$ cat src/rtl/alu_decode_stage_pkg.sv
// Shared types for the decode stage and the execute-stage ALU: ALU operation
// codes, RV32I opcodes, the ID/EX bundle, and the funct3-to-ALU-op mapping.
package alu_decode_stage_pkg;

  localparam int unsigned XLEN = 32;

  typedef enum logic [3:0] {
    ALU_ADD  = 4'b0000,
    ALU_SUB  = 4'b0001,
    ALU_AND  = 4'b0010,
    ALU_OR   = 4'b0011,
    ALU_XOR  = 4'b0100,
    ALU_SLT  = 4'b0101,
    ALU_SLTU = 4'b0110,
    ALU_SLL  = 4'b0111,
    ALU_SRL  = 4'b1000,
    ALU_SRA  = 4'b1001
  } aluctrl_e;

  localparam logic [6:0] OPC_OP     = 7'b0110011;
  localparam logic [6:0] OPC_OP_IMM = 7'b0010011;
  localparam logic [6:0] OPC_LOAD   = 7'b0000011;
  localparam logic [6:0] OPC_STORE  = 7'b0100011;
  localparam logic [6:0] OPC_LUI    = 7'b0110111;
  localparam logic [6:0] OPC_AUIPC  = 7'b0010111;
  localparam logic [6:0] OPC_JAL    = 7'b1101111;
  localparam logic [6:0] OPC_JALR   = 7'b1100111;
  localparam logic [6:0] OPC_BRANCH = 7'b1100011;

  typedef struct packed {
    logic [XLEN-1:0] aluop1;
    logic [XLEN-1:0] aluop2;
    aluctrl_e        aluctrl;
    logic [2:0]      funct3;
    logic            is_branch;
    logic            is_jump;
    logic            mem_read;
    logic            mem_write;
    logic            reg_write;
    logic [4:0]      rd;
    logic [XLEN-1:0] store_data;
    logic            illegal;
  } ex_bundle_t;

  // alt picks sub for funct3 000 and sra for funct3 101; callers decide when alt is meaningful
  function automatic aluctrl_e alu_from_funct3(input logic [2:0] f3, input logic alt);
    case (f3)
      3'b000:  return alt ? ALU_SUB : ALU_ADD;
      3'b001:  return ALU_SLL;
      3'b010:  return ALU_SLT;
      3'b011:  return ALU_SLTU;
      3'b100:  return ALU_XOR;
      3'b101:  return alt ? ALU_SRA : ALU_SRL;
      3'b110:  return ALU_OR;
      default: return ALU_AND;
    endcase
  endfunction

endpackage

$ cat src/rtl/alu_decode_stage_imm_gen.sv
// Combinational RV32I immediate builder: I, S, B, U and J formats, all
// sign-extended to 32 bits. Only instr[31:7] carries immediate bits.
module imm_gen (
  input  logic [31:7] instr,
  output logic [31:0] imm_i,
  output logic [31:0] imm_s,
  output logic [31:0] imm_b,
  output logic [31:0] imm_u,
  output logic [31:0] imm_j
);

  assign imm_i = {{20{instr[31]}}, instr[31:20]};
  assign imm_s = {{20{instr[31]}}, instr[31:25], instr[11:7]};
  assign imm_b = {{19{instr[31]}}, instr[31], instr[7], instr[30:25], instr[11:8], 1'b0};
  assign imm_u = {instr[31:12], 12'b0};
  assign imm_j = {{11{instr[31]}}, instr[31], instr[19:12], instr[20], instr[30:21], 1'b0};

endmodule

$ cat src/rtl/alu_decode_stage.sv
// RV32I decode/issue stage feeding the EX ALU through one ID/EX register with
// valid/ready, stall and flush. Define ALU_DECODE_ILLEGAL_EN to flag undecodable words.
module alu_decode_stage
  import alu_decode_stage_pkg::*;
#(
  parameter int D_WIDTH = 32
) (
  input  logic               clk,
  input  logic               rst_n,
  input  logic               in_valid,
  output logic               in_ready,
  input  logic [31:0]        instr,
  input  logic [D_WIDTH-1:0] pc,
  input  logic [D_WIDTH-1:0] rs1_data,
  input  logic [D_WIDTH-1:0] rs2_data,
  input  logic               flush,
  output logic               out_valid,
  input  logic               out_ready,
  output logic [D_WIDTH-1:0] aluop1,
  output logic [D_WIDTH-1:0] aluop2,
  output logic [3:0]         aluctrl,
  output logic [2:0]         funct3,
  output logic               is_branch,
  output logic               is_jump,
  output logic               mem_read,
  output logic               mem_write,
  output logic               reg_write,
  output logic [4:0]         rd,
  output logic [D_WIDTH-1:0] store_data,
  output logic               illegal
);

  logic [31:0] imm_i, imm_s, imm_b, imm_u, imm_j;
  logic [6:0]  opcode;
  logic [2:0]  f3;
  ex_bundle_t  bundle_next;
  ex_bundle_t  bundle_reg;
  logic        valid_reg;
  logic        unused_imm;

  imm_gen u_imm_gen (
    .instr (instr[31:7]),
    .imm_i (imm_i),
    .imm_s (imm_s),
    .imm_b (imm_b),
    .imm_u (imm_u),
    .imm_j (imm_j)
  );

  // Branch/jump targets are computed in EX from pc; B/J immediates are not part of this bundle
  assign unused_imm = ^{imm_b, imm_j};

  assign opcode = instr[6:0];
  assign f3     = instr[14:12];

  always_comb begin
    bundle_next            = '0;
    bundle_next.aluctrl    = ALU_ADD;
    bundle_next.funct3     = f3;
    bundle_next.store_data = rs2_data;
    bundle_next.rd         = instr[11:7];
    case (opcode)
      OPC_OP: begin
        bundle_next.aluop1    = rs1_data;
        bundle_next.aluop2    = (f3 == 3'b001 || f3 == 3'b101) ? {27'b0, rs2_data[4:0]} : rs2_data;
        bundle_next.aluctrl   = alu_from_funct3(f3, instr[30]);
        bundle_next.reg_write = 1'b1;
`ifdef ALU_DECODE_ILLEGAL_EN
        if (!(instr[31:25] == 7'h00 ||
              (instr[31:25] == 7'h20 && (f3 == 3'b000 || f3 == 3'b101))))
          bundle_next.illegal = 1'b1;
`endif
      end
      OPC_OP_IMM: begin
        bundle_next.aluop1    = rs1_data;
        bundle_next.aluop2    = (f3 == 3'b001 || f3 == 3'b101) ? {27'b0, instr[24:20]} : imm_i;
        // instr[30] is immediate data for addi, so only shifts-right may take the alternate op
        bundle_next.aluctrl   = alu_from_funct3(f3, (f3 == 3'b101) && instr[30]);
        bundle_next.reg_write = 1'b1;
`ifdef ALU_DECODE_ILLEGAL_EN
        if ((f3 == 3'b001 && instr[31:25] != 7'h00) ||
            (f3 == 3'b101 && instr[31:25] != 7'h00 && instr[31:25] != 7'h20))
          bundle_next.illegal = 1'b1;
`endif
      end
      OPC_LOAD: begin
        bundle_next.aluop1    = rs1_data;
        bundle_next.aluop2    = imm_i;
        bundle_next.mem_read  = 1'b1;
        bundle_next.reg_write = 1'b1;
`ifdef ALU_DECODE_ILLEGAL_EN
        if (f3 == 3'b011 || f3 == 3'b110 || f3 == 3'b111)
          bundle_next.illegal = 1'b1;
`endif
      end
      OPC_STORE: begin
        bundle_next.aluop1    = rs1_data;
        bundle_next.aluop2    = imm_s;
        bundle_next.mem_write = 1'b1;
`ifdef ALU_DECODE_ILLEGAL_EN
        if (f3[2] || f3 == 3'b011)
          bundle_next.illegal = 1'b1;
`endif
      end
      OPC_LUI: begin
        bundle_next.aluop2    = imm_u;
        bundle_next.reg_write = 1'b1;
      end
      OPC_AUIPC: begin
        bundle_next.aluop1    = pc;
        bundle_next.aluop2    = imm_u;
        bundle_next.reg_write = 1'b1;
      end
      OPC_JAL, OPC_JALR: begin
        // ALU produces the link value pc+4
        bundle_next.aluop1    = pc;
        bundle_next.aluop2    = 32'd4;
        bundle_next.is_jump   = 1'b1;
        bundle_next.reg_write = 1'b1;
`ifdef ALU_DECODE_ILLEGAL_EN
        if (opcode == OPC_JALR && f3 != 3'b000)
          bundle_next.illegal = 1'b1;
`endif
      end
      OPC_BRANCH: begin
        bundle_next.aluop1    = rs1_data;
        bundle_next.aluop2    = rs2_data;
        bundle_next.aluctrl   = ALU_SUB;
        bundle_next.is_branch = 1'b1;
`ifdef ALU_DECODE_ILLEGAL_EN
        if (f3 == 3'b010 || f3 == 3'b011)
          bundle_next.illegal = 1'b1;
`endif
      end
      default: begin
`ifdef ALU_DECODE_ILLEGAL_EN
        bundle_next.illegal = 1'b1;
`endif
      end
    endcase
`ifdef ALU_DECODE_ILLEGAL_EN
    if (bundle_next.illegal) begin
      bundle_next.aluctrl   = ALU_ADD;
      bundle_next.is_branch = 1'b0;
      bundle_next.is_jump   = 1'b0;
      bundle_next.mem_read  = 1'b0;
      bundle_next.mem_write = 1'b0;
      bundle_next.reg_write = 1'b0;
    end
`endif
    if (!bundle_next.reg_write)
      bundle_next.rd = 5'd0;
  end

  assign in_ready = flush || !valid_reg || out_ready;

  always_ff @(posedge clk or negedge rst_n) begin
    if (!rst_n) begin
      valid_reg  <= 1'b0;
      bundle_reg <= '0;
    end else if (flush) begin
      valid_reg  <= 1'b0;
    end else if (in_valid && in_ready) begin
      valid_reg  <= 1'b1;
      bundle_reg <= bundle_next;
    end else if (out_ready) begin
      valid_reg  <= 1'b0;
    end
  end

  assign out_valid  = valid_reg;
  assign aluop1     = bundle_reg.aluop1;
  assign aluop2     = bundle_reg.aluop2;
  assign aluctrl    = bundle_reg.aluctrl;
  assign funct3     = bundle_reg.funct3;
  assign is_branch  = bundle_reg.is_branch;
  assign is_jump    = bundle_reg.is_jump;
  assign mem_read   = bundle_reg.mem_read;
  assign mem_write  = bundle_reg.mem_write;
  assign reg_write  = bundle_reg.reg_write;
  assign rd         = bundle_reg.rd;
  assign store_data = bundle_reg.store_data;
  assign illegal    = bundle_reg.illegal;

endmodule

$ cat config.mk
export PLATFORM = sky130hd
export DESIGN_NAME = alu_decode_stage
export DESIGN_NICKNAME = d
export VERILOG_FILES = /design/src/rtl/alu_decode_stage_pkg.sv /design/src/rtl/alu_decode_stage_imm_gen.sv /design/src/rtl/alu_decode_stage.sv
export SDC_FILE = /design/constraint.sdc
export NUM_CORES = 1
export LEC_CHECK = 0
export CAP_MARGIN = 10
export CORE_ASPECT_RATIO = 1.2
export CORE_MARGIN = 3
export CORE_UTILIZATION = 40
export DETAILED_ROUTE_END_ITERATION = 6
export PLACE_DENSITY = 0.8
export SLEW_MARGIN = 40
export SYNTH_ARGS = -nofsm -noshare
export SYNTH_HDL_FRONTEND = slang
export SYNTH_SLANG_ARGS = --single-unit
$ cat constraint.sdc
create_clock -name clk -period 4.85 [get_ports clk]
set_clock_uncertainty 0.2 [all_clocks]
set_input_delay 1.2125 -clock clk [delete_from_list [all_inputs] [get_ports clk]]
set_output_delay 1.2125 -clock clk [all_outputs]
set_load 0.01 [all_outputs]
==> flow_summary_export.csv, run 1 <==
group,metric,value,unit
outcome,status,"finished with violations",
outcome,failed_checks,"DRC",
die,chipWidth,108,um
die,core_area,12200,um2
pwr,p_leak,3.88,nW
synth,synth_top_cell_by_area,"dfrtp_1",
synth,postSynthCellCount,493,
detailed_routing,firstDrtPassIters,7,
synth,seq_area_frac_synth,57.0,%
timing,slew_headroom,54.5,%
critical_path,cp.required,3.44,ns
die,start_util,41.2,%
synth,synthDistinctLibCells,41,
synth,synth_enable_flop_cells,0,
pwr,power,2.82,mW
die,pin_count,249,
clocking,cts_hold_buf,0,
hold_path,hold_class,"flip-flop to flip-flop",
die,die_area,13900,um2
clocking,clkLatencyLatePin,0.40,ns
clocking,htree_num_levels,4,
clocking,cts_resized,0,
placement,detailed_place.area,7560,um2
grt,grt_pass1_vias,4905,
synth,synth_top_area_share,57.0,%
grt,grt_max_degree,54,
clocking,clockRootBuffer,"clkbuf_16",
clocking,clkTransAtPathRegs,0.05,ns
detailed_routing,vias_per_cell,5.40,
timing,hold_viol_final,0,
placement,gp_congestion,0.852,
cells_and_area,layout_commonest_cell,"clkdlybuf4s50_1",
timing,tightest_slew,0.683,ns
clocking,clock_path_buffers,2,
detailed_routing,drtIter0Drc,502,
timing,fmax,250,MHz
timing,post-route-period-util,82.6,%
pwr,ir_drop,197,uV
timing,timing.hold.ws,0.270,ns
placement,io_buffers,247,
grt,antenna_found_initial,5,
critical_path,path_max_fanout,3,
grt,gr-total-overflow,0,
detailed_routing,wirelength,18400,um
critical_path,cp.arrival,2.59,ns
cells_and_area,syn_to_final_growth,63.8,%
detailed_routing,met3_length,1970,um
timing,rsz0062_at_grt,"false",
synth,ys.warnings.count,0,
timing,finalSetupViolCount,0,
critical_path,criticalPathCategory,"primary input to output pin",
detailed_routing,num_vias,4892,
placement,dpl.hpwl,13600,um
synth,ys_dominant_reg_cell,"dfrtp_1",
synth,syn_area,5010,um2
clocking,numCtsBuffers,17,
cells_and_area,regArea,2850,um2
cells_and_area,drive_gt1_share,7.38,%
synth,synthesis.nets,626,
synth,async_reset_ff_share,100,%
timing,slew_viol_final,0,
detailed_routing,wl_met1,6860,um
clocking,postCtsSetupBuffers,0,
synth,syn_area_per_cell,10.2,um2
cells_and_area,stdcell_area,8200,um2
cells_and_area,fin_nets,866,
critical_path,cp-start-kind,"primary input",
die,core.rowCount,44,
cells_and_area,multiInputGateArea,1840,um2
detailed_routing,wl_met2,9270,um
grt,grt_pass1_wl,27500,um
detailed_routing,avgRoutedWirePerCell,20.3,um
clocking,cts_tree,"built",
cells_and_area,fillers,931,
grt,grt_usage,26.2,%
clocking,clock_sinks,114,
synth,synthTopCellsByArea,"dfrtp_1 (57%), nand2_1 (11%), a22oi_1 (7.0%), a222oi_1 (6.4%), inv_1 (2.5%)",
timing,timing.final.crit_period,4.01,ns
detailed_routing,highest_layer,"met5",
cells_and_area,layout_common_cells,"clkdlybuf4s50_1 (246), nand2_1 (142), dfrtp_1 (114), a22oi_1 (47), inv_1 (34)",
detailed_routing,ant_nets,0,
timing,tns,0,ns
job,maxCapViolations,0,
die,fp.dieH,129,um
cells_and_area,diodes,0,
critical_path,worstSetupEndpointType,"output pin",
pwr,power.density,344,nW/um2
detailed_routing,drc_errors,7,
synth,ys_ff_latch,114,
[critical path, cell delays in order]
cell,delay (ns)
clkdlybuf4s50_1,0.39
nand2b_1,0.20
or2_2,0.31
clkdlybuf4s50_1,0.48
[where the power goes]
group | leakage [nW] | internal [mW] | total (mW) | switching [mW]
Clock | 0.311 | 0.908 | 1.34 | 0.437
Sequential | 1.53 | 1.01 | 1.05 | 0.0341
Combinational | 2.04 | 0.239 | 0.428 | 0.190
Total | 3.88 | 2.16 | 2.82 | 0.661
[final timing paths]
| path | from | to | slack [ns] | cells after the start |
|---|---|---|---|---|
| worst max-delay path | out_ready | in_ready | 0.84 | 4 |
| worst min-delay path | store_data[1]$_DFFE_PN0P_ | store_data[1]$_DFFE_PN0P_ | 0.27 | 2 |
| worst max register to register | out_valid$_DFFE_PN0P_ | aluctrl[3]$_DFFE_PN0P_ | 2.70 | 5 |
| worst min register to register | store_data[1]$_DFFE_PN0P_ | store_data[1]$_DFFE_PN0P_ | 0.27 | 2 |
| max in group asynchronous | rst_n | aluop1[9]$_DFFE_PN0P_ | 2.88 | 2 |
| min in group asynchronous | rst_n | store_data[6]$_DFFE_PN0P_ | 0.65 | 1 |
[routing by layer]
| layer | up-vias | GRT usage (%) |
|---|---|---|
| met1 | 2374 | 30.2 |
| met4 | 10 | 7.36 |
| li1 | 2222 | - |
| met3 | 24 | 10.6 |
| met2 | 262 | 44.9 |
| met5 | - | 0 |
[state kept, by name (all words and copies together), names as in the netlist]
signal / flops
mem_write: 1
aluctrl: 4
aluop2: 32
mem_read: 1
out_valid: 1
aluop1: 32
is_branch: 1
is_jump: 1
store_data: 32
rd: 5
funct3: 3
reg_write: 1
[cells by family (layout without fill, tap and decap cells)]
| family | Yosys count | count (layout) | synth area share [%] |
|---|---|---|---|
| compound gates | 129 | 129 | 20.7 |
| xor+xnor | 1 | 1 | 0.175 |
| buf+inv | 70 | 322 | 6.87 |
| flops | 114 | 114 | 57.0 |
| mux | 1 | 1 | 0.225 |
| other cells | 1 | 1 | 0.0749 |
| simple gates | 177 | 177 | 14.9 |
[cells in the mapped netlist (2+ instances only)]
master and instances:
buf_1 2, nor2b_1 9, a211oi_1 2, nand2_1 142, nor3_1 3, buf_4 3, a21oi_1 13, clkbuf_1 10
a222oi_1 32, a22oi_1 47, a22o_1 8, o31ai_1 2, o21a_1 2, nand2b_1 7, and3_1 2, dfrtp_1 114
buf_2 14, inv_1 34, nor2_1 6, o21ai_0 13, buf_6 7, or2_2 2
[stage by stage]
step           setup WS [ns]  utilization, %  instances
3_5_place_dp           0.847            62.2        875
6_report               0.843            67.4        906
5_1_grt                0.797            67.4        906
3_3_place_gp           0.849            62.1        875
2_1_floorplan           1.78               -        493
4_1_cts                0.840            67.4        906
[cell type report]
type	count	share of cell area [%]
multi-input cells	309	22.4
inverters	34	1.56
flip-flops and latches	114	34.8
well taps	161	2.46
repair buffers	257	31.0
clock inverters	10	1.89
clock buffers	21	5.86
Power figures use the tool's default switching activity.
==> run 2: changes to the inputs <==
- CORE_UTILIZATION: 40 -> 37
- PLACE_DENSITY: 0.8 -> 0.78
- clock period: 4.85 -> 3.4 ns (I/O delays scaled with it)
==> run 2 against run 1 <==
The run now ends clean. Clock-buffer cell count unchanged. Core utilization down 3.6 points. Final cell count up 1.3%. Global-route usage down 0.87 points. Combinational power up 46%. Sequential share of layout area down 0.25 points. Critical path depth unchanged. Non-clock buffer count up 9. Final area up 0.73%. Via count up 2.5%. Worst hold slack worse by 0.10 ns. First-iteration DRC count up 11%.
==> flow_summary_export.csv, run 2 (synthesized netlist as in run 1, its figures left out) <==
group,metric,value,unit
cells_and_area,stdcell_area,8260,um2
hold_path,hold_class,"primary input to async pin",
timing,hold_viol_final,0,
timing,tns,0,ns
grt,antenna_found_initial,3,
detailed_routing,avgRoutedWirePerCell,20.7,um
clocking,cts_resized,0,
critical_path,ff2ff_path_depth,7,
critical_path,slowest_stage,"clkdlybuf4s50_1",
critical_path,path_cells,"clkdlybuf4s50_1 > nand2b_1 > or2_2 > clkdlybuf4s50_1",
critical_path,cp.arrival,2.17,ns
outcome,status,"finished clean",
critical_path,critPathMaxStageDelay,0.48,ns
placement,io_buffers,247,
cells_and_area,diodes,0,
detailed_routing,ant_nets,0,
pwr,ir_drop,289,uV
cells_and_area,drive_gt1_share,8.22,%
detailed_routing,firstDrtPassIters,7,
critical_path,cp-start-kind,"primary input",
cells_and_area,fillers,1033,
die,start_util,38.7,%
grt,grt_max_degree,60,
clocking,clkLatencyLatePin,0.40,ns
die,fp.dieH,133,um
critical_path,crit_top_cell,"clkdlybuf4s50_1",
pwr,power,3.91,mW
clocking,htree_num_levels,4,
grt,gr-total-overflow,0,
grt,grt_pass1_vias,5268,
detailed_routing,drtIter0Drc,558,
detailed_routing,vias_per_cell,5.46,
timing,finalSetupViolCount,0,
clocking,clock_sinks,114,
job,maxCapViolations,0,
critical_path,worst-path-stages,4,
clocking,cts_hold_buf,0,
clocking,clkTransAtPathRegs,0.06,ns
clocking,numCtsBuffers,17,
die,core_area,12900,um2
die,core.rowCount,45,
detailed_routing,drc_errors,0,
timing,rsz0062_at_grt,"false",
clocking,clock_path_buffers,2,
pwr,power.density,473,nW/um2
critical_path,cp_num_buf_inv,2,
cells_and_area,fin_nets,875,
critical_path,path_max_fanout,2,
grt,grt_usage,25.3,%
timing,fmax,310,MHz
critical_path,cp_top_family,"buffers and inverters",
timing,post-route-period-util,94.8,%
critical_path,criticalPathCategory,"primary input to output pin",
placement,dpl.hpwl,14300,um
clocking,postCtsSetupBuffers,0,
placement,gp_congestion,0.896,
timing,timing.hold.ws,0.167,ns
critical_path,cp.required,2.35,ns
die,pin_count,249,
timing,timing.final.crit_period,3.22,ns
cells_and_area,layout_commonest_cell,"clkdlybuf4s50_1",
clocking,clockRootBuffer,"clkbuf_16",
timing,slew_viol_final,0,
die,die_area,15000,um2
cells_and_area,syn_to_final_growth,65.0,%
detailed_routing,num_vias,5016,
pwr,p_leak,3.91,nW
cells_and_area,layout_common_cells,"clkdlybuf4s50_1 (246), nand2_1 (142), dfrtp_1 (114), a22oi_1 (47), inv_1 (34)",
die,chipWidth,112,um
clocking,cts_tree,"built",
grt,grt_pass1_wl,29400,um
cells_and_area,final_util,63.8,%
critical_path,r2r_setup_slack,1.51,ns
critical_path,worstSetupEndpointType,"output pin",
placement,detailed_place.area,7670,um2
detailed_routing,wirelength,19000,um
[run 2: cell types whose count changed in the layout (fill, tap and decap cells not counted), sizes merged]
| cell | previous run | this run |
|---|---|---|
| bufinv | 4 | 3 |
| buf | 11 | 20 |
| clkinv | 4 | 5 |
[run 2: final cells by class]
type                       count  area, um2  area share, %
clock buffer                  21        460           5.57
clock inverter                10        134           1.62
inverter                      34        128           1.54
multi-input combinational    309       1830           22.2
sequential                   114       2850           34.5
tap                          164        205           2.48
timing repair buffer         266       2650           32.1
[run 2: power breakdown]
group	switching, mW	total [mW]	internal (mW)
combinational	0.276	0.624	0.349
clock	0.607	1.79	1.18
sequential	0.0521	1.50	1.45
total	0.935	3.91	2.98
[run 2: final timing paths]
path	start	end
max	out_ready	in_ready
min reg2reg	store_data[27]$_DFFE_PN0P_	store_data[27]$_DFFE_PN0P_
min in group clk	store_data[27]$_DFFE_PN0P_	store_data[27]$_DFFE_PN0P_
max reg2reg	out_valid$_DFFE_PN0P_	aluop1[6]$_DFFE_PN0P_
min	rst_n	aluop2[8]$_DFFE_PN0P_
max in group asynchronous	rst_n	aluop1[10]$_DFFE_PN0P_
[run 2: per-layer routing]
metal  up-vias  track usage, %  part of all wire (%)
met1      2427            30.2                    38
met2       302            41.5                    49
met3        39            8.91                    10
li1       2242               -                     -
met4         6            10.6                   3.0
met5         -               0                  0.24
[run 2: through the flow]
step	instances	setup slack, ns
2_1_floorplan	493	0.979
3_3_place_gp	887	0.191
3_5_place_dp	887	0.187
4_1_cts	918	0.177
5_1_grt	918	0.137
6_report	918	0.176
==> run 3: changes to the inputs <==
- CAP_MARGIN: 10 -> not set
==> results of run 3 <==
No change in the layout: final DEF, timing and power equal those of run 2.
